File: config.mk
export PLATFORM = sky130hd
export DESIGN_NAME = dmem_access_unit
export DESIGN_NICKNAME = d
export VERILOG_FILES = /design/src/rtl/dmem_access_unit.sv
export SDC_FILE = /design/constraint.sdc
export NUM_CORES = 1
export LEC_CHECK = 0
export BUFFER_PORTS_ARGS = -buffer_cell sky130_fd_sc_hd__buf_2
export CAP_MARGIN = 20
export CORE_UTILIZATION = 45
export CTS_CLUSTER_SIZE = 28
export DETAILED_ROUTE_END_ITERATION = 16
export PLACE_DENSITY_LB_ADDON = 0.08
export SETUP_SLACK_MARGIN = 0.1
export SYNTH_ARGS = -nofsm -noshare
export SYNTH_HDL_FRONTEND = slang
export SYNTH_SLANG_ARGS = --single-unit
export TNS_END_PERCENT = 10
File: constraint.sdc
create_clock -name clk -period 2.5 [get_ports clk]
set_clock_uncertainty 0.05 [all_clocks]
set_input_delay 0.25 -clock clk [delete_from_list [all_inputs] [get_ports clk]]
set_output_delay 0.25 -clock clk [all_outputs]
set_load 0.03 [all_outputs]
File: src/rtl/dmem_access_unit.sv
// rtl/dmem_access_unit.sv - RV32I data-memory access unit with alignment, lane steering and timeout
module dmem_access_unit #(
  parameter int unsigned TIMEOUT_CYCLES = 1024
) (
  input  logic        clk,
  input  logic        rst,
  input  logic        req_valid,
  output logic        req_ready,
  input  logic        req_we,
  input  logic [2:0]  req_funct3,
  input  logic [31:0] req_addr,
  input  logic [31:0] req_wdata,
  output logic        rsp_valid,
  output logic [31:0] rsp_rdata,
  output logic        rsp_err,
  output logic [31:0] mem_addr,
  output logic        mem_read,
  output logic        mem_write,
  output logic [3:0]  mem_wmask,
  output logic [31:0] mem_wdata,
  input  logic [31:0] mem_rdata,
  input  logic        mem_resp
);

  typedef enum logic [1:0] {IDLE = 2'd0, WAIT = 2'd1, DONE = 2'd2} state_t;

  localparam logic [15:0] CNT_LAST = 16'(TIMEOUT_CYCLES - 1);

  state_t      state_q;
  logic [15:0] cnt_q;
  logic        we_q;
  logic [2:0]  funct3_q;
  logic [1:0]  off_q;

  logic        legal_d;
  logic        aligned_d;
  logic [3:0]  wmask_d;
  logic [31:0] wdata_d;
  logic [7:0]  byte_d;
  logic [15:0] half_d;
  logic [31:0] load_d;

  assign req_ready = (state_q == IDLE);

  // Decode the incoming request: legality, alignment and store lane steering.
  always_comb begin
    legal_d   = 1'b0;
    aligned_d = 1'b0;
    wmask_d   = 4'b0000;
    wdata_d   = 32'h0;
    case (req_funct3)
      3'b000:         begin legal_d = 1'b1;    aligned_d = 1'b1; end
      3'b001:         begin legal_d = 1'b1;    aligned_d = ~req_addr[0]; end
      3'b010:         begin legal_d = 1'b1;    aligned_d = (req_addr[1:0] == 2'b00); end
      3'b100:         begin legal_d = ~req_we; aligned_d = 1'b1; end
      3'b101:         begin legal_d = ~req_we; aligned_d = ~req_addr[0]; end
      default:        begin legal_d = 1'b0;    aligned_d = 1'b0; end
    endcase
    if (req_we) begin
      case (req_funct3[1:0])
        2'b00: begin
          wmask_d = 4'b0001 << req_addr[1:0];
          wdata_d = {4{req_wdata[7:0]}};
        end
        2'b01: begin
          wmask_d = 4'b0011 << {req_addr[1], 1'b0};
          wdata_d = {2{req_wdata[15:0]}};
        end
        default: begin
          wmask_d = 4'b1111;
          wdata_d = req_wdata;
        end
      endcase
    end
  end

  // Pick the addressed byte/half out of the returned word and extend it.
  always_comb begin
    byte_d = mem_rdata[7:0];
    case (off_q)
      2'd0:    byte_d = mem_rdata[7:0];
      2'd1:    byte_d = mem_rdata[15:8];
      2'd2:    byte_d = mem_rdata[23:16];
      default: byte_d = mem_rdata[31:24];
    endcase
    half_d = off_q[1] ? mem_rdata[31:16] : mem_rdata[15:0];
    case (funct3_q)
      3'b000:  load_d = {{24{byte_d[7]}}, byte_d};
      3'b001:  load_d = {{16{half_d[15]}}, half_d};
      3'b100:  load_d = {24'h0, byte_d};
      3'b101:  load_d = {16'h0, half_d};
      default: load_d = mem_rdata;
    endcase
    if (we_q) begin
      load_d = 32'h0;
    end
  end

  // Access FSM; every memory-side and response output is a register.
  always_ff @(posedge clk) begin
    if (rst) begin
      state_q   <= IDLE;
      cnt_q     <= 16'h0;
      we_q      <= 1'b0;
      funct3_q  <= 3'b000;
      off_q     <= 2'b00;
      mem_read  <= 1'b0;
      mem_write <= 1'b0;
      mem_addr  <= 32'h0;
      mem_wmask <= 4'b0000;
      mem_wdata <= 32'h0;
      rsp_valid <= 1'b0;
      rsp_err   <= 1'b0;
      rsp_rdata <= 32'h0;
    end else begin
      case (state_q)
        IDLE: begin
          rsp_valid <= 1'b0;
          rsp_err   <= 1'b0;
          rsp_rdata <= 32'h0;
          if (req_valid) begin
            we_q     <= req_we;
            funct3_q <= req_funct3;
            off_q    <= req_addr[1:0];
            cnt_q    <= 16'h0;
            if (legal_d && aligned_d) begin
              state_q   <= WAIT;
              mem_read  <= ~req_we;
              mem_write <= req_we;
              mem_addr  <= {req_addr[31:2], 2'b00};
              mem_wmask <= wmask_d;
              mem_wdata <= wdata_d;
            end else begin
              // Rejected requests never touch memory and answer next cycle.
              state_q   <= DONE;
              rsp_valid <= 1'b1;
              rsp_err   <= 1'b1;
            end
          end
        end
        WAIT: begin
          if (mem_resp) begin
            state_q   <= DONE;
            mem_read  <= 1'b0;
            mem_write <= 1'b0;
            rsp_valid <= 1'b1;
            rsp_err   <= 1'b0;
            rsp_rdata <= load_d;
          end else if (cnt_q == CNT_LAST) begin
            state_q   <= DONE;
            mem_read  <= 1'b0;
            mem_write <= 1'b0;
            rsp_valid <= 1'b1;
            rsp_err   <= 1'b1;
            rsp_rdata <= 32'h0;
          end else begin
            cnt_q <= cnt_q + 16'h1;
          end
        end
        DONE: begin
          // The trailing mem_resp for the last sampled strobe lands here and is dropped.
          state_q   <= IDLE;
          rsp_valid <= 1'b0;
          rsp_err   <= 1'b0;
          rsp_rdata <= 32'h0;
        end
        default: state_q <= IDLE;
      endcase
    end
  end

endmodule
# After elaboration in Yosys (flattened, before gate mapping)
# Cells that the tools add are included.
[classes] add_sub_neg=1 eq_ne=18 shifts=2 muxes=37 bitwise=2 reduce_logical=22
[ops] cell="$mux 32" count=4
[ops] cell="$pmux 32 s2" count=2
[ops] cell="$pmux 32 s4" count=1
[ops] cell="$mux 16" count=4
[ops] cell="$pmux 16 s2" count=1
[ops] cell="$pmux 8 s3" count=1
[ops] cell="$add 16x1->16 const B" count=1
[ops] cell="$eq 16x10->1 const B" count=1
[ops] cell="$eq 3x3->1 const B" count=4
[ops] cell="$mux 1" count=11
[ops] cell="$pmux 1 s3" count=3
[ops] cell="$logic_not 2->1" count=4
[ops] cell="$mux 2" count=4
[ops] cell="$pmux 4 s2" count=1
[ops] cell="$reduce_and 2->1" count=4
[ops] cell="$reduce_and 4->1" count=2
[ops] cell="$reduce_or 2->1" count=4
[ops] cell="$eq 2x1->1 const B" count=3
[ops] cell="$eq 3x1->1 const B" count=2
[ops] cell="$logic_not 3->1" count=2
[ops] cell="$ne 2x2->1 const B" count=3
[ops] cell="$pmux 1 s2" count=3
[ops] cell="$eq 2x2->1 const B" count=2
[ops] cell="$mux 4" count=1
[ops] cell="12 further kinds" count=14
[word_totals] regBits=126 in_bits=104 output_inout_bits=105 wordCells=95

# Depth between registers and ports, before layout
[depth] word_depth=7 ltp_mapped=9 depth_no_buf=7

# Worst setup path before layout
# OpenSTA, ideal clock, no wires.
[synth_timing] kind="register to register" from="register state_q[0]" to="register cnt_q[0]" setup_ns=0.128 arrival_time_ns=1.880 required_time_ns=2.322 path_slack_ns=0.443 stages_incl_launch_ff=9 n_path_buf=1 path_cell_list="dfxtp_1 -> inv_1 -> ha_1 -> buf_4 -> mux2i_1 -> nor2_1 -> o21ai_1 -> mux2i_1 -> nor2_1"
[synth_between] elab_chain_len=3
[synth_rtl] element="from (decl)" line="29" rtl="state_t state_q;"
[synth_rtl] element="from (signal assigned)" line="102" rtl="state_q <= IDLE;"
[synth_rtl] element="from (signal assigned)" line="127" rtl="state_q <= WAIT;"
[synth_rtl] element="from (signal assigned)" line="135" rtl="state_q <= DONE;"
[synth_rtl] element="$logic_not 2->1 (*)"
[synth_rtl] element="named net req_ready" line="8" rtl="output logic req_ready,"
[synth_rtl] element="$ne 2x2->1 (no source line) / $reduce_bool 2->1 (equally long branches)"
[synth_rtl] element="$reduce_and 4->1 (no source line)"
[synth_rtl] element="to (signal assigned)" line="157" rtl="cnt_q <= cnt_q + 16'h1;"
[synth_rtl] element="to (decl)" line="30" rtl="logic [15:0] cnt_q;"
# The timed path passes the listed nets; every way through them passes the cells marked *.
# A chain may end at the register's enable or synchronous reset.

# Worst setup path after layout
[layout_timing] from="register state_q[1]" to="register mem_addr[27]"
[layout_between] elab_chain_len=2
[layout_rtl] element="$logic_not 2->1" line="116" rtl="case (state_q)"
[layout_rtl] element="$reduce_and 3->1 (no source line)"
[layout_rtl] element="to (signal assigned)" line="130" rtl="mem_addr <= {req_addr[31:2], 2'b00};"
[layout_rtl] element="to (decl)" line="16" rtl="output logic [31:0] mem_addr,"
# Every way passes these cells.

==> run_results.csv <==
group,metric,value,unit
die,start_util,46.1,%
die,die_x,115,um
cts,path_clk_slew,0.06,ns
cts,postCtsSetupBuffers,0,
synthesis,yosysTopAreaCell,"dfxtp_1",
cts,cts_max_path_buffers,2,
timing,hold_viol_final,0,
cts,cts_sinks,126,
synthesis,yosys_most_used_dff,"dfxtp_1",
timing,fin_crit,2.16,ns
cts,cts-root-buf,"clkbuf_16",
critical_path,cpMaxStageDelayCell,"dfxtp_1",
power,clkPwrFrac,46.9,%
hold_path,hp-class,"in2reg",
power,ir_drop,0.512,mV
cts,htreeDepth,4,
finish,final_area,7660,um^2
power,p_int,3990,uW
power,p_comb_share,14.2,%
critical_path,worst_path_most_repeated_cell,"nand2_1",
timing,finalSetupViolCount,0,
die,die_area,13300,um^2
timing,fmax,463,MHz
place,dp_hpwl,11.4,mm
grt,antenna_found_initial,1,
place,port_buffers,206,
drt,drt_wl_total,16.2,mm
synthesis,syn-mean-instance-area,8.16,um^2
timing,slew_violations,0,
timing,relSlewSlack,59.9,%
timing,fin_ws,0.341,ns
place,placed_cell_area,6930,um^2
power,p_per_area,709,nW/um^2
die,coreArea,12600,um^2
drt,post-route-drc-count,0,
grt,grt_pass1_wl,25.8,mm
die,pin_count,209,
synthesis,synthTopCellsByCount,"dfxtp_1 (126), nand2_1 (116), a21oi_1 (99), nor2_1 (54)",
critical_path,crit_type,"reg2reg",
place,gp_congestion,0.839,
grt,grt_pass1_vias,5318,
place,pre_cts_ws,0.351,ns
timing,rsz0062_at_grt,"no",
drt,drtPass1Iterations,5,
finish,area_delta_synth_final,32.2,%
die,row_count,41,
timing,worst_pin_slew,0.600,ns
run,maxCapViolCount,0,
synthesis,async_flop_share,0,%
power,p_leak,0.00333,uW
synthesis,yosysWarnings,0,
finish,drive_gt1_share,30.7,%
synthesis,synthesis.area,5790,um^2
drt,vias_per_cell,5.26,
die,dieHeight,115,um
synthesis,synth_edf_count,0,
synthesis,synth.area.top_cells,"dfxtp_1 (44%), a21oi_1 (8.6%), nand2_1 (7.5%)",
status,status,"finished, final reports clean",
critical_path,worst_setup_path_start_kind,"flop",
drt,wire_per_inst,14.9,um
critical_path,worstPathRequired,2.79,ns
drt,dr_total_vias,5746,
critical_path,crit_chain,"inv_1, ha_1, nand2_1, o21bai_4, buf_4, nand2_1, a21oi_1",
cts,cts_made_buffers,17,
critical_path,worstPathArrival,2.45,ns
synthesis,ys_seq_area_share,43.6,%
critical_path,critPathMaxStageDelay,0.39,ns
cts,ctsResizeCount,0,
power,swShare,26.4,%
critical_path,cp-end-kind,"flop",
synthesis,yosys.cell_count.top_type,"dfxtp_1",
grt,grt_overflow,0,
drt,drt_iter0_drc,398,
finish,final_core_util,60.9,%
synthesis,ys_seq_elements,126,
power,power_frac_seq,38.8,%
timing,tns,0,ns
cts,clk_latency,0.42,ns
synthesis,synthCells,710,
timing,fin_crit_sh,86.3,%
finish,fin_nets,1016,
grt,grt_max_degree,57,
critical_path,cp_max_fo,36,
grt,track_usage,24.8,%
synthesis,ys_types,52,
cts,cts_tree,"done",
drt,antenna_left,0,
synthesis,synth.top_cell.area_share,43.6,%
power,p_switching,1430,uW
area by class of cell:
type,instances,area (um^2)
fill,1110,4910
multi-input combinational,515,2970
sequential,126,2520
timing repair buffer,233,1280
clock buffer,23,478
tap,172,215
clock inverter,9,134
inverter,14,52.6
antenna,1,2.50
power by group through the flow:
stage               Sequential (uW)  Clock (uW)  Combinational [uW]
floorplan                      2230           0                 407
global placement               2150           0                 742
detailed placement             2150           0                 754
CTS                            2110        2590                 769
global route                   2120        2670                 846
finish                         2110        2550                 772
cell families after synthesis:
kind of cell | count (synthesis) | share of synthesized area (%)
simple gates | 281 | 22.9
compound gates | 192 | 20.5
flops | 126 | 43.6
buf+inv | 70 | 5.57
mux | 22 | 4.39
xor+xnor | 13 | 1.97
fa+ha+maj | 5 | 1.08
other cells | 1 | 0.0648
metrics by stage:
step | cells | power [uW] | hold WS [ns]
after floorplan | 711 | 2640 | 0.336
after global placement | 1049 | 2890 | 0.386
after detailed placement | 1049 | 2900 | 0.393
after CTS | 1091 | 5460 | 0.00138
after global routing | 1092 | 5630 | 0.00873
final | 1093 | 5430 | 0.0160
worst max-delay path, delay by kind of cell (launching register included):
| family | cells | cell delay (ns) |
|---|---|---|
| flip-flops | 1 | 0.39 |
| AND/OR/NAND/NOR | 2 | 0.45 |
| buffers and inverters | 2 | 0.48 |
| AO/OA/AOI/OAI | 2 | 0.42 |
| adder cells (fa/ha/maj) | 1 | 0.27 |
flip-flops by register name (all words and copies together) (netlist names), 2 cells and up:
signal and cells:
rsp_rdata 32, funct3_q 3, mem_wdata 32, off_q 2
mem_addr 30, state_q 2, cnt_q 16, mem_wmask 4
path summary, 6_finish.rpt:
kind | from | to | slack, ns | cells after the start
hold reg to reg | mem_wmask[2] | mem_wmask[2] | 0.40 | 2
setup / recovery | state_q[1] | mem_addr[27] | 0.34 | 7
setup reg to reg | state_q[1] | mem_addr[27] | 0.34 | 7
hold / removal | req_addr[7] | mem_addr[7] | 0.02 | 3
cell usage in the layout, fill, tap and decap left out, drive strengths merged, types with 3 or more instances in the layout:
cell         Yosys  layout
nand3           26      26
nor2b           19      19
and3             4       4
a31oi            7       7
clkinvlp         0       4
dfxtp          126     126
nor2            54      54
inv             14      14
nand4            7       7
o21ai           29      29
a221o            7       7
nand2b           5       5
bufinv           0       3
nand2          118     118
o2bb2ai         25      25
or3              3       3
mux2i            4       4
dlygate4sd3      0      10
nor4             6       6
o211ai           7       7
xor2            13      13
buf             28     223
clkbuf          28      23
mux2            17      17
a22o             7       7
ha               5       5
a21oi          100     100
and2             4       4
nor3            26      26
routing by layer:
metal / GRT usage (%) / wire [um] / up-vias / share of wire, %
met1: 30.8 / 6980 / 2655 / 43
met5: 0 / 0 / - / 0
met3: 7.58 / 1230 / 22 / 7.6
li1: - / - / 2875 / -
met4: 10.4 / 259 / 0 / 1.6
met2: 40.1 / 7770 / 194 / 48
what timing repair did:
| item | CTS | global route |
|---|---|---|
| hold buffers | 10 | 0 |
| endpoints found under the setup margin | 0 | 0 |
| hold endpoints to repair | 10 | 0 |
Note: power is estimated with default switching activity, not from simulation.
